[src/rtl/acq_sequencer.sv]
// -----------------------------------------------------------------------------
// acq_sequencer
//
// Capture controller for one acquisition of the sample memory.
// An acquisition runs through these steps:
//   1. Fill the pre-trigger window.
//   2. Arm the trigger block and wait for an event. If enabled, force a
//      trigger after a timeout.
//   3. Count the post-trigger samples.
//   4. Report where the trigger sample landed and where readout should start.
//
// Ports:
//   CLK, RST_N     clock (posedge) and asynchronous active-low reset
//   CLK_EN         sample strobe, one sample per cycle with CLK_EN=1
//   START          one-cycle pulse; accepted only in IDLE or DONE
//   ABORT          return to IDLE on the next edge (highest priority)
//   PRE_CNT        requested pre-trigger sample count
//   POST_CNT       requested post-trigger sample count
//   AUTO_EN        enable the forced trigger on timeout
//   TMO_CNT        timeout length in ARMED samples (0 disables it)
//   TRIG_EV        trigger event, sampled only with CLK_EN=1
//   START_WRITE    high during PRE, ARMED and POST
//   ENABLE_TRIGG   high only in ARMED
//   WR_EN          memory write strobe (combinational)
//   WR_ADDR        registered memory write address, free-running with wrap
//   TRIG_ADDR      address of the trigger sample
//   RD_START       oldest valid sample address (TRIG_ADDR - PRE_EFF mod D)
//   BUSY           acquisition in progress (PRE, ARMED or POST)
//   DONE           acquisition complete, held until START or ABORT
//   FORCED         last trigger came from the timeout
// -----------------------------------------------------------------------------
module acq_sequencer #(
  parameter int ADDR_W = 10,
  parameter int TMO_W  = 16
) (
  input  logic              CLK,
  input  logic              RST_N,
  input  logic              CLK_EN,
  input  logic              START,
  input  logic              ABORT,
  input  logic [ADDR_W-1:0] PRE_CNT,
  input  logic [ADDR_W-1:0] POST_CNT,
  input  logic              AUTO_EN,
  input  logic [TMO_W-1:0]  TMO_CNT,
  input  logic              TRIG_EV,
  output logic              START_WRITE,
  output logic              ENABLE_TRIGG,
  output logic              WR_EN,
  output logic [ADDR_W-1:0] WR_ADDR,
  output logic [ADDR_W-1:0] TRIG_ADDR,
  output logic [ADDR_W-1:0] RD_START,
  output logic              BUSY,
  output logic              DONE,
  output logic              FORCED
);

  typedef enum logic [2:0] {
    S_IDLE  = 3'd0,
    S_PRE   = 3'd1,
    S_ARMED = 3'd2,
    S_POST  = 3'd3,
    S_DONE  = 3'd4
  } state_t;

  state_t            state_reg,     state_next;
  logic [ADDR_W-1:0] wr_addr_reg,   wr_addr_next;
  logic [ADDR_W-1:0] trig_addr_reg, trig_addr_next;
  logic [ADDR_W-1:0] rd_start_reg,  rd_start_next;
  logic [ADDR_W-1:0] pre_eff_reg,   pre_eff_next;
  logic [ADDR_W-1:0] post_eff_reg,  post_eff_next;
  logic [ADDR_W-1:0] cnt_reg,       cnt_next;
  logic [TMO_W-1:0]  tmo_len_reg,   tmo_len_next;
  logic [TMO_W-1:0]  tmo_ctr_reg,   tmo_ctr_next;
  logic              auto_en_reg,   auto_en_next;
  logic              forced_reg,    forced_next;

  logic              capturing;
  logic              wr_en;
  logic [ADDR_W-1:0] cnt_inc;
  logic [TMO_W-1:0]  tmo_inc;
  logic              tmo_active;
  logic              tmo_hit;
  logic [ADDR_W-1:0] pre_limit;
  logic [ADDR_W-1:0] pre_clamped;

  // POST_CNT is ADDR_W wide, so min(POST_CNT, D-1) is POST_CNT itself.
  // D-1-POST_EFF is the bitwise complement in ADDR_W bits.
  assign pre_limit   = ~POST_CNT;
  assign pre_clamped = (PRE_CNT > pre_limit) ? pre_limit : PRE_CNT;

  assign capturing  = (state_reg == S_PRE) || (state_reg == S_ARMED) || (state_reg == S_POST);
  assign wr_en      = CLK_EN & capturing;
  assign cnt_inc    = cnt_reg + ADDR_W'(1);
  assign tmo_inc    = tmo_ctr_reg + TMO_W'(1);
  assign tmo_active = auto_en_reg && (tmo_len_reg != '0);
  assign tmo_hit    = tmo_active && (tmo_inc == tmo_len_reg);

  always_ff @(posedge CLK or negedge RST_N) begin
    if (!RST_N) begin
      state_reg     <= S_IDLE;
      wr_addr_reg   <= '0;
      trig_addr_reg <= '0;
      rd_start_reg  <= '0;
      pre_eff_reg   <= '0;
      post_eff_reg  <= '0;
      cnt_reg       <= '0;
      tmo_len_reg   <= '0;
      tmo_ctr_reg   <= '0;
      auto_en_reg   <= 1'b0;
      forced_reg    <= 1'b0;
    end else begin
      state_reg     <= state_next;
      wr_addr_reg   <= wr_addr_next;
      trig_addr_reg <= trig_addr_next;
      rd_start_reg  <= rd_start_next;
      pre_eff_reg   <= pre_eff_next;
      post_eff_reg  <= post_eff_next;
      cnt_reg       <= cnt_next;
      tmo_len_reg   <= tmo_len_next;
      tmo_ctr_reg   <= tmo_ctr_next;
      auto_en_reg   <= auto_en_next;
      forced_reg    <= forced_next;
    end
  end

  always_comb begin
    state_next     = state_reg;
    wr_addr_next   = wr_addr_reg;
    trig_addr_next = trig_addr_reg;
    rd_start_next  = rd_start_reg;
    pre_eff_next   = pre_eff_reg;
    post_eff_next  = post_eff_reg;
    cnt_next       = cnt_reg;
    tmo_len_next   = tmo_len_reg;
    tmo_ctr_next   = tmo_ctr_reg;
    auto_en_next   = auto_en_reg;
    forced_next    = forced_reg;

    // Every strobe seen while capturing lands in memory, whatever the
    // control path decides this cycle. The address therefore always tracks
    // the number of samples actually written.
    if (wr_en) begin
      wr_addr_next = wr_addr_reg + ADDR_W'(1);
    end

    if (ABORT) begin
      state_next  = S_IDLE;
      forced_next = 1'b0;
    end else if (START && ((state_reg == S_IDLE) || (state_reg == S_DONE))) begin
      post_eff_next = POST_CNT;
      pre_eff_next  = pre_clamped;
      auto_en_next  = AUTO_EN;
      tmo_len_next  = TMO_CNT;
      forced_next   = 1'b0;
      cnt_next      = '0;
      tmo_ctr_next  = '0;
      state_next    = (pre_clamped == '0) ? S_ARMED : S_PRE;
    end else if (CLK_EN) begin
      case (state_reg)
        S_PRE: begin
          if (cnt_inc == pre_eff_reg) begin
            cnt_next   = '0;
            state_next = S_ARMED;
          end else begin
            cnt_next = cnt_inc;
          end
        end
        S_ARMED: begin
          if (TRIG_EV || tmo_hit) begin
            trig_addr_next = wr_addr_reg;
            rd_start_next  = wr_addr_reg - pre_eff_reg;
            // A real event on the timeout sample takes precedence.
            forced_next    = !TRIG_EV;
            cnt_next       = '0;
            state_next     = (post_eff_reg == '0) ? S_DONE : S_POST;
          end else if (tmo_active) begin
            tmo_ctr_next = tmo_inc;
          end
        end
        S_POST: begin
          if (cnt_inc == post_eff_reg) begin
            cnt_next   = '0;
            state_next = S_DONE;
          end else begin
            cnt_next = cnt_inc;
          end
        end
        default: ;
      endcase
    end
  end

  assign WR_EN        = wr_en;
  assign WR_ADDR      = wr_addr_reg;
  assign TRIG_ADDR    = trig_addr_reg;
  assign RD_START     = rd_start_reg;
  assign START_WRITE  = capturing;
  assign BUSY         = capturing;
  assign ENABLE_TRIGG = (state_reg == S_ARMED);
  assign DONE         = (state_reg == S_DONE);
  assign FORCED       = forced_reg;

endmodule

[config.mk]
export PLATFORM = sky130hd
export DESIGN_NAME = acq_sequencer
export DESIGN_NICKNAME = d
export VERILOG_FILES = /design/src/rtl/acq_sequencer.sv
export SDC_FILE = /design/constraint.sdc
export NUM_CORES = 1
export LEC_CHECK = 0
export BUFFER_PORTS_ARGS = -buffer_cell sky130_fd_sc_hd__buf_2
export CAP_MARGIN = 20
export CORE_ASPECT_RATIO = 0.75
export CORE_MARGIN = 8
export CORE_UTILIZATION = 35
export DETAILED_ROUTE_END_ITERATION = 10
export SETUP_SLACK_MARGIN = 0.3
export SLEW_MARGIN = 20
export SYNTH_ARGS = -nofsm -noshare
export SYNTH_HDL_FRONTEND = slang
export SYNTH_SLANG_ARGS = --single-unit
[constraint.sdc]
create_clock -name CLK -period 3.7 [get_ports CLK]
set_input_delay 0.74 -clock CLK [delete_from_list [all_inputs] [get_ports CLK]]
set_output_delay 0.74 -clock CLK [all_outputs]
set_load 0.01 [all_outputs]
# Word level (Yosys, flattened, before mapping)
# Index checks and enable logic that the tools add are counted.
[word_totals] regBits=97 latchBits=0 mem_bits_rw=0 mem_bits_ro=0 output_inout_bits=36 elab_cells=84 mem_count=0
[op_classes] add_sub_neg=4 mul=0 n_div=0 order_cmp=1 n_eq_ne=12 shift=0 muxes=26 bitwise_logic=4 n_reduce_logical=26
[ops] cell="16-bit two-way mux" count=5
[ops] cell="10-bit two-way mux" count=6
[ops] cell="10-bit one-hot mux with 3 select lines" count=1
[ops] cell="3-bit two-way mux" count=7
[ops] cell="10-bit by 1-bit adder with 10-bit output, second input constant" count=2
[ops] cell="10-bit equality test" count=2
[ops] cell="10-bit logical NOT" count=2
[ops] cell="16-bit by 1-bit adder with 16-bit output, second input constant" count=1
[ops] cell="16-bit equality test" count=1
[ops] cell="16-bit nonzero test" count=1
[ops] cell="5-bit AND reduction" count=3
[ops] cell="4-bit by 2-bit != test with 1-bit output, second input constant" count=3
[ops] cell="10-bit > comparator" count=1
[ops] cell="10-bit NOT" count=1
[ops] cell="10-bit subtractor" count=1
[ops] cell="3-bit one-hot mux with 3 select lines" count=1
[ops] cell="3-bit nonzero test" count=3
[ops] cell="3-bit by 2-bit equality test with 1-bit output, second input constant" count=2
[ops] cell="2-bit nonzero test" count=3
[ops] cell="1-bit two-way mux" count=5
[ops] cell="5-bit nonzero test" count=1
[ops] cell="1-bit logical OR" count=4
[ops] cell="4-bit AND reduction" count=1
[ops] cell="4-bit nonzero test" count=1
[ops] cell="other kinds (12)" count=15

# Longest topological paths before layout
# Gate-level depths: netlist of the first run.
[depth] word_depth=9 depth_mapped=11 depth_no_buf=11

# Least setup slack after synthesis of the first run
# Ideal clock, no wire load.
[synth_timing] path_kind="reg-to-reg" start="reg tmo_ctr_reg[6]" end="reg rd_start_reg[9], in the netlist RD_START[9]" setup_ps=125 arrival_ps=2832 required_time_ps=3575 slack_ps=744 path_stages_with_launch=11 n_path_buf=2 period_less_slack_ps=2956 path_cell_list="dfrtp_1 > clkbuf_1 > and4_1 > and4b_4 > mux2_4 > or4_1 > a21o_1 > nor2_1 > o21a_1 > buf_4 > mux2_2"
[synth_via] elab_chain_cells=5
[synth_lines] element="start: declaration" line_no="73" text="logic [TMO_W-1:0] tmo_ctr_reg, tmo_ctr_next;"
[synth_lines] element="start signal: assignment" line_no="120" text="tmo_ctr_reg <= tmo_ctr_next;"
[synth_lines] element="16-bit by 1-bit adder with 16-bit output" line_no="94" text="assign tmo_inc = tmo_ctr_reg + TMO_W'(1);"
[synth_lines] element="16-bit equality test" line_no="96" text="assign tmo_hit = tmo_active && (tmo_inc == tmo_len_reg);"
[synth_lines] element="1-bit logical AND" line_no="96"
[synth_lines] element="1-bit logical OR" line_no="169" text="if (TRIG_EV || tmo_hit) begin"
[synth_lines] element="5-bit AND reduction (no line)"
[synth_lines] element="end signal: assignment" line_no="115" text="rd_start_reg <= rd_start_next;"
[synth_lines] element="end: declaration" line_no="68" text="logic [ADDR_W-1:0] rd_start_reg, rd_start_next;"
# Every way passes these cells.
# A chain may end at the register's enable or synchronous reset.

# Final worst setup path of the first run
[layout_timing] start="reg tmo_ctr_reg[4]" end="reg rd_start_reg[7], in the netlist RD_START[7]"
# The elaborated chain is that of the path after synthesis.

==> impl_metrics.py, run 1 <==
metrics = {
    "power_and_ir_drop": {
        "p_leak_nw": 3.19,
        "vdd_drop_max_uv": 295,
        "power.density_mw_per_mm2": 580,
    },
    "floorplan": {
        "num_rows": 42,
        "die_x_um": 170,
        "core_mm2": 0.0176,
        "pin_count": 79,
        "die_h_um": 132,
        "initial_utilization": 0.355,
        "die_area_mm2": 0.0224,
    },
    "routing": {
        "ant_nets": 0,
        "drt_iter0_markers": 371,
        "wl_per_cell_um": 16.9,
        "viasPerCell": 5.28,
        "via_count": 5045,
        "wirelength_um": 16200,
        "drc": 0,
        "dr.pass1.iters": 5,
    },
    "placement": {
        "globalplace.congestion": 0.875,
        "port_buffers": 78,
        "hpwl_um": 12500,
        "preCtsSetupSlack_ns": 0.400,
    },
    "setup_path": {
        "crit_family": "simple AND/OR/NAND/NOR gates",
        "crit_fanout": 20,
        "critPathMaxStageDelay_ns": 0.57,
        "slowest_stage": "or4_1",
        "start_kind": "flip-flop",
        "path_buf_inv": 1,
        "crit_chain": "and4_1, and4b_4, mux2_4, or4_1, a21o_1, nor2_1, o21a_1, buf_12, mux2_2",
        "crit_required_ns": 3.93,
        "crit_path_end_kind": "flip-flop",
        "cp.arrival_ns": 3.48,
        "path_class": "reg2reg",
    },
    "yosys": {
        "ys_seq_area_frac": 0.389,
        "ys_types": 69,
        "syn_inst": 640,
        "synth-main-ff-cell": "dfrtp_1",
        "synth_top_area_frac": 0.389,
        "synthTopCellsByArea": "dfrtp_1, mux2_2, xnor2_1",
        "avgSynthCellArea_um2": 9.74,
        "syn_nets": 706,
        "synth_edf_count": 0,
        "ys_async_sr_fraction": 1.00,
        "yosys.area.top_type": "dfrtp_1",
        "synth_warnings": 0,
        "synthTopCellsByCount": "dfrtp_1, mux2_2, inv_1",
        "synth-seq-cells": 97,
        "synth_most_common_cell": "dfrtp_1",
        "synth_area_mm2": 0.00623,
    },
    "timing": {
        "period_share": 0.878,
        "setup_viol": 0,
        "fin_setup_tns_ns": 0,
        "tightest_slew_ns": 0.742,
        "fin_skew_ns": 0.00849,
        "period_needed_ns": 3.25,
        "rsz0062_at_grt": "false",
        "clock.fmax_mhz": 308,
        "report.final.slew_viol_count": 0,
        "hold_viol": 0,
        "setup_slack_ns": 0.450,
        "slew_headroom": 0.501,
    },
    "grt": {
        "grt_pass1_wl_um": 26600,
        "grt_pass1_vias": 4835,
        "grt_overflow_total": 0,
        "antenna_found_initial": 0,
        "grt_max_degree": 42,
        "grt.total_usage": 0.148,
    },
    "clocking": {
        "cts.sinks": 97,
        "numCtsBuffers": 9,
        "clk_pin_slew_worst_paths_ns": 0.06,
        "root_buffer": "clkbuf_16",
        "clk_path_buf_depth": 2,
        "htree_levels": 3,
        "hold_buffers": 0,
        "clk_latency_ns": 0.35,
        "cts_tree": "built",
    },
    "job": {
        "max-cap-violations": 0,
    },
    "min_path": {
        "hold_path.class": "in2async",
    },
    "layout": {
        "area_delta_synth_final_pct": 15.0,
        "diodes": 0,
        "drive_gt1_frac": 0.234,
        "nNetsFinal": 776,
        "final_util": 0.408,
    },
    "run_status": {
        "status": "completed",
    },
}
-- cell families after synthesis --
kind of cell               count (synthesis)  share of synthesized area
xor gates and xnor gates                  58                     0.0903
muxes                                     59                      0.104
AOI/OAI and AO/OA                        126                      0.138
and+or+nand+nor                          200                      0.176
adders and majority gates                 23                     0.0474
buffers and inverters                     77                     0.0546
DFF                                       97                      0.389
-- worst reg2reg max path, stage by stage (launching register included) --
cell and delay, ns:
dfrtp_1 0.54, and4_1 0.34, and4b_4 0.29, mux2_4 0.29, or4_1 0.57, a21o_1 0.24
nor2_1 0.14, o21a_1 0.18, buf_12 0.18, mux2_2 0.36
-- routing by layer --
layer / part of all wire / global-route usage / up-vias
met5: 0 / 0 / -
met2: 0.41 / 0.199 / 138
met1: 0.53 / 0.230 / 2435
met4: 0.0088 / 0.0331 / 0
li1: - / - / 2462
met3: 0.050 / 0.0335 / 10
-- timing repair --
| action | 4_1_cts | 5_1_grt |
|---|---|---|
| setup buffers | 0 | 4 |
| endpoints found under the setup margin | 0 | 23 |
| resized for setup | 0 | 3 |
-- layout by cell type, fill, tap and decap left out, types with 5 or more instances in the layout --
cell type,n
a211o_1,6
a21o_1,12
a21oi_1,28
a31oi_1,10
and3_1,6
buf_2,77
buf_4,15
clkbuf_16,9
dfrtp_1,96
ha_1,22
inv_1,42
mux2_2,44
mux2i_1,14
nand2_1,39
nand2b_1,6
nand3_1,23
nand4_1,15
nor2_1,32
nor2b_1,8
nor3_1,17
nor3b_1,5
nor4_1,13
o21ai_0,19
o22ai_1,9
o31ai_1,6
or4_1,6
xnor2_1,40
xor2_1,14
-- cell type report --
class | count | area [µm²]
Fill cell | 1745 | 10400
Multi-Input combinational cell | 466 | 3480
Sequential cell | 97 | 2430
Timing Repair Buffer | 93 | 518
Tap cell | 242 | 303
Clock buffer | 12 | 236
Inverter | 43 | 161
Clock inverter | 3 | 42.5
-- worst paths after layout --
| path | start | end | slack [ns] | depth (start not counted) |
|---|---|---|---|---|
| min | RST_N | RD_START[1] | 0.37 | 1 |
| max in group asynchronous | RST_N | tmo_ctr_reg[0] | 2.51 | 2 |
| max | tmo_ctr_reg[4] | RD_START[7] | 0.45 | 9 |
| min in group CLK | RD_START[4] | RD_START[4] | 0.50 | 1 |
| min reg2reg | RD_START[4] | RD_START[4] | 0.50 | 1 |
| max reg2reg | tmo_ctr_reg[4] | RD_START[7] | 0.45 | 9 |
-- stage by stage --
| step | instance area [µm²] | instances | hold WS [ns] | total power, W |
|---|---|---|---|---|
| final | 7170 | 956 | 0.369 | 0.00416 |
| after global routing | 7170 | 956 | 0.401 | 0.00446 |
| after CTS | 7130 | 952 | 0.392 | 0.00419 |
| after detailed placement | 6850 | 937 | 0.490 | 0.00325 |
| after global placement | 6850 | 937 | 0.485 | 0.00323 |
| after floorplan | 6230 | 640 | 0.444 | 0.00273 |
-- report_power, final --
part           leakage, nW  switching (W)  total (W)  internal, W
logic                 1.83       0.000811    0.00159     0.000778
clock network        0.133       0.000398   0.000918     0.000520
registers             1.23       0.000312    0.00165      0.00134
total                 3.19        0.00152    0.00416      0.00264
No activity file was read; power rests on OpenSTA's default activity.
==> run 2, diff against run 1 <==
- ABC_AREA: default -> 1
==> run 2 against run 1 <==
Net effect:
- sequential cell count did not move
- utilization rose by 0.78 points
- critical path type unchanged
- critical endpoint is now tmo_ctr_reg[14]
- clock-buffer cell count fell by 1
==> impl_metrics.py, run 2 <==
metrics = {
    "timing": {
        "period_needed_ns": 2.91,
        "hold_viol": 0,
        "setup_viol": 0,
        "hold_ws_ns": 0.397,
        "rsz0062_at_grt": "false",
        "tightest_slew_ns": 0.615,
        "slew_headroom": 0.590,
        "fin_skew_ns": 0.00580,
        "fin_setup_tns_ns": 0,
        "clock.fmax_mhz": 344,
        "period_share": 0.787,
        "report.final.slew_viol_count": 0,
    },
    "floorplan": {
        "die_x_um": 170,
        "core_mm2": 0.0176,
        "num_rows": 42,
        "die_h_um": 132,
        "initial_utilization": 0.356,
        "pin_count": 79,
        "die_area_mm2": 0.0224,
    },
    "clocking": {
        "cts_resized": 0,
        "cts_setup_buffers": 0,
        "cts_tree": "built",
        "clk_latency_ns": 0.35,
        "root_buffer": "clkbuf_16",
        "htree_levels": 3,
        "clk_pin_slew_worst_paths_ns": 0.06,
        "clk_path_buf_depth": 2,
        "cts.sinks": 97,
        "numCtsBuffers": 9,
        "hold_buffers": 0,
    },
    "setup_path": {
        "cp.arrival_ns": 3.15,
        "crit_required_ns": 3.94,
        "crit_path_end_kind": "flip-flop",
        "path_class": "reg2reg",
        "start_kind": "flip-flop",
        "crit_fanout": 11,
    },
    "yosys": {
        "ys_seq_area_frac": 0.388,
        "synth_most_common_cell": "nand2_1",
        "syn_nets": 956,
        "synth_top_area_frac": 0.388,
        "synth_warnings": 0,
        "synthTopCellsByCount": "nand2_1, inv_1, nand3_1",
        "ys_types": 37,
        "synth-main-ff-cell": "dfrtp_1",
        "yosys.area.top_type": "dfrtp_1",
        "synthTopCellsByArea": "dfrtp_1, nand2_1, nand3_1",
        "synth-seq-cells": 97,
        "syn_inst": 890,
        "synth_area_mm2": 0.00625,
        "avgSynthCellArea_um2": 7.02,
        "synth_edf_count": 0,
        "ys_async_sr_fraction": 1.00,
    },
    "layout": {
        "drive_gt1_frac": 0.143,
        "diodes": 0,
        "nNetsFinal": 1035,
        "final_common_cell": "nand2_1",
        "final_util": 0.416,
        "area_delta_synth_final_pct": 16.9,
        "layout_common_cells": "nand2_1, inv_1, nand3_1",
    },
    "routing": {
        "dr.pass1.iters": 7,
        "wirelength_um": 17100,
        "ant_nets": 0,
        "drc": 0,
        "drt_iter0_markers": 487,
        "via_count": 5753,
        "viasPerCell": 4.73,
        "wl_per_cell_um": 14.0,
    },
    "grt": {
        "grt_pass1_vias": 5445,
        "grt_max_degree": 52,
        "grt_overflow_total": 0,
        "grt.total_usage": 0.157,
        "antenna_found_initial": 0,
        "grt_pass1_wl_um": 28600,
    },
    "run_status": {
        "status": "completed",
    },
    "min_path": {
        "hold_path.class": "in2async",
    },
    "power_and_ir_drop": {
        "power.density_mw_per_mm2": 682,
        "finalPower_w": 0.00498,
        "p_leak_nw": 3.83,
        "vdd_drop_max_uv": 241,
    },
    "placement": {
        "hpwl_um": 13500,
        "port_buffers": 78,
        "globalplace.congestion": 0.893,
    },
    "job": {
        "max-cap-violations": 0,
    },
}
run 2: cells by family (layout without fill, tap and decap cells):
kind of cell,after synthesis,count (layout),share of synthesized area
XOR/XNOR,25,25,0.0372
AND/OR/NAND/NOR,539,539,0.369
multiplexers,1,1,0.00160
AO/OA/AOI/OAI,81,81,0.0771
flip-flops,97,97,0.388
adder cells (fa/ha/maj),23,23,0.0472
buffers and inverters,124,208,0.0799
run 2: layer usage:
metal | GRT usage | share of wire | routed length (µm) | vias up
li1 | - | - | - | 3001
met2 | 0.204 | 0.37 | 6390 | 158
met1 | 0.255 | 0.56 | 9630 | 2583
met3 | 0.0227 | 0.051 | 872 | 11
met5 | 0 | 0 | 0 | -
met4 | 0.0447 | 0.0097 | 166 | 0
run 2: metrics by stage:
stage / area (µm²) / instances / setup slack [ns]
after detailed placement: 6930 / 1200 / 0.678
after global routing: 7310 / 1216 / 0.562
final: 7310 / 1216 / 0.789
after global placement: 6930 / 1200 / 0.801
after CTS: 7310 / 1216 / 0.841
after floorplan: 6250 / 890 / 1.20
run 2: critical path, stage by stage, from the launching register on:
cell      delay [ns]
dfrtp_1         0.42
ha_1            0.23
nand2_1         0.12
nor2_4          0.20
nand2_2         0.09
inv_2           0.09
nand3_1         0.09
nand3_1         0.09
nand2_1         0.06
nand2_1         0.08
nor2_1          0.06
nand3_2         0.12
nand3_1         0.08
buf_4           0.19
nand2_1         0.24
clkinv_1        0.40
nand2_1         0.15
nand2_1         0.07
run 2: report_power, final:
part	internal [W]	total [W]	switching [W]
Sequential	0.00139	0.00172	0.000322
Combinational	0.000773	0.00210	0.00133
Clock	0.000765	0.00117	0.000403
run 2: cell type report:
class	count	area [µm²]
clock buffers	11	253
clock inverters	5	125
repair buffers	87	473
inverters	105	394
multi-input cells	669	3330
flip-flops and latches	97	2430
well taps	242	303
fillers	1867	10200
run 2: worst paths after layout:
path / start / to / slack (ns) / depth (start not counted)
max: tmo_ctr_reg[0] / tmo_ctr_reg[14] / 0.79 / 17
min: RST_N / TRIG_ADDR[6] / 0.40 / 1
max reg2reg: tmo_ctr_reg[0] / tmo_ctr_reg[14] / 0.79 / 17
min reg2reg: TRIG_ADDR[8] / TRIG_ADDR[8] / 0.48 / 2
max in group asynchronous: RST_N / tmo_len_reg[8] / 2.62 / 2
min in group CLK: TRIG_ADDR[8] / TRIG_ADDR[8] / 0.48 / 2
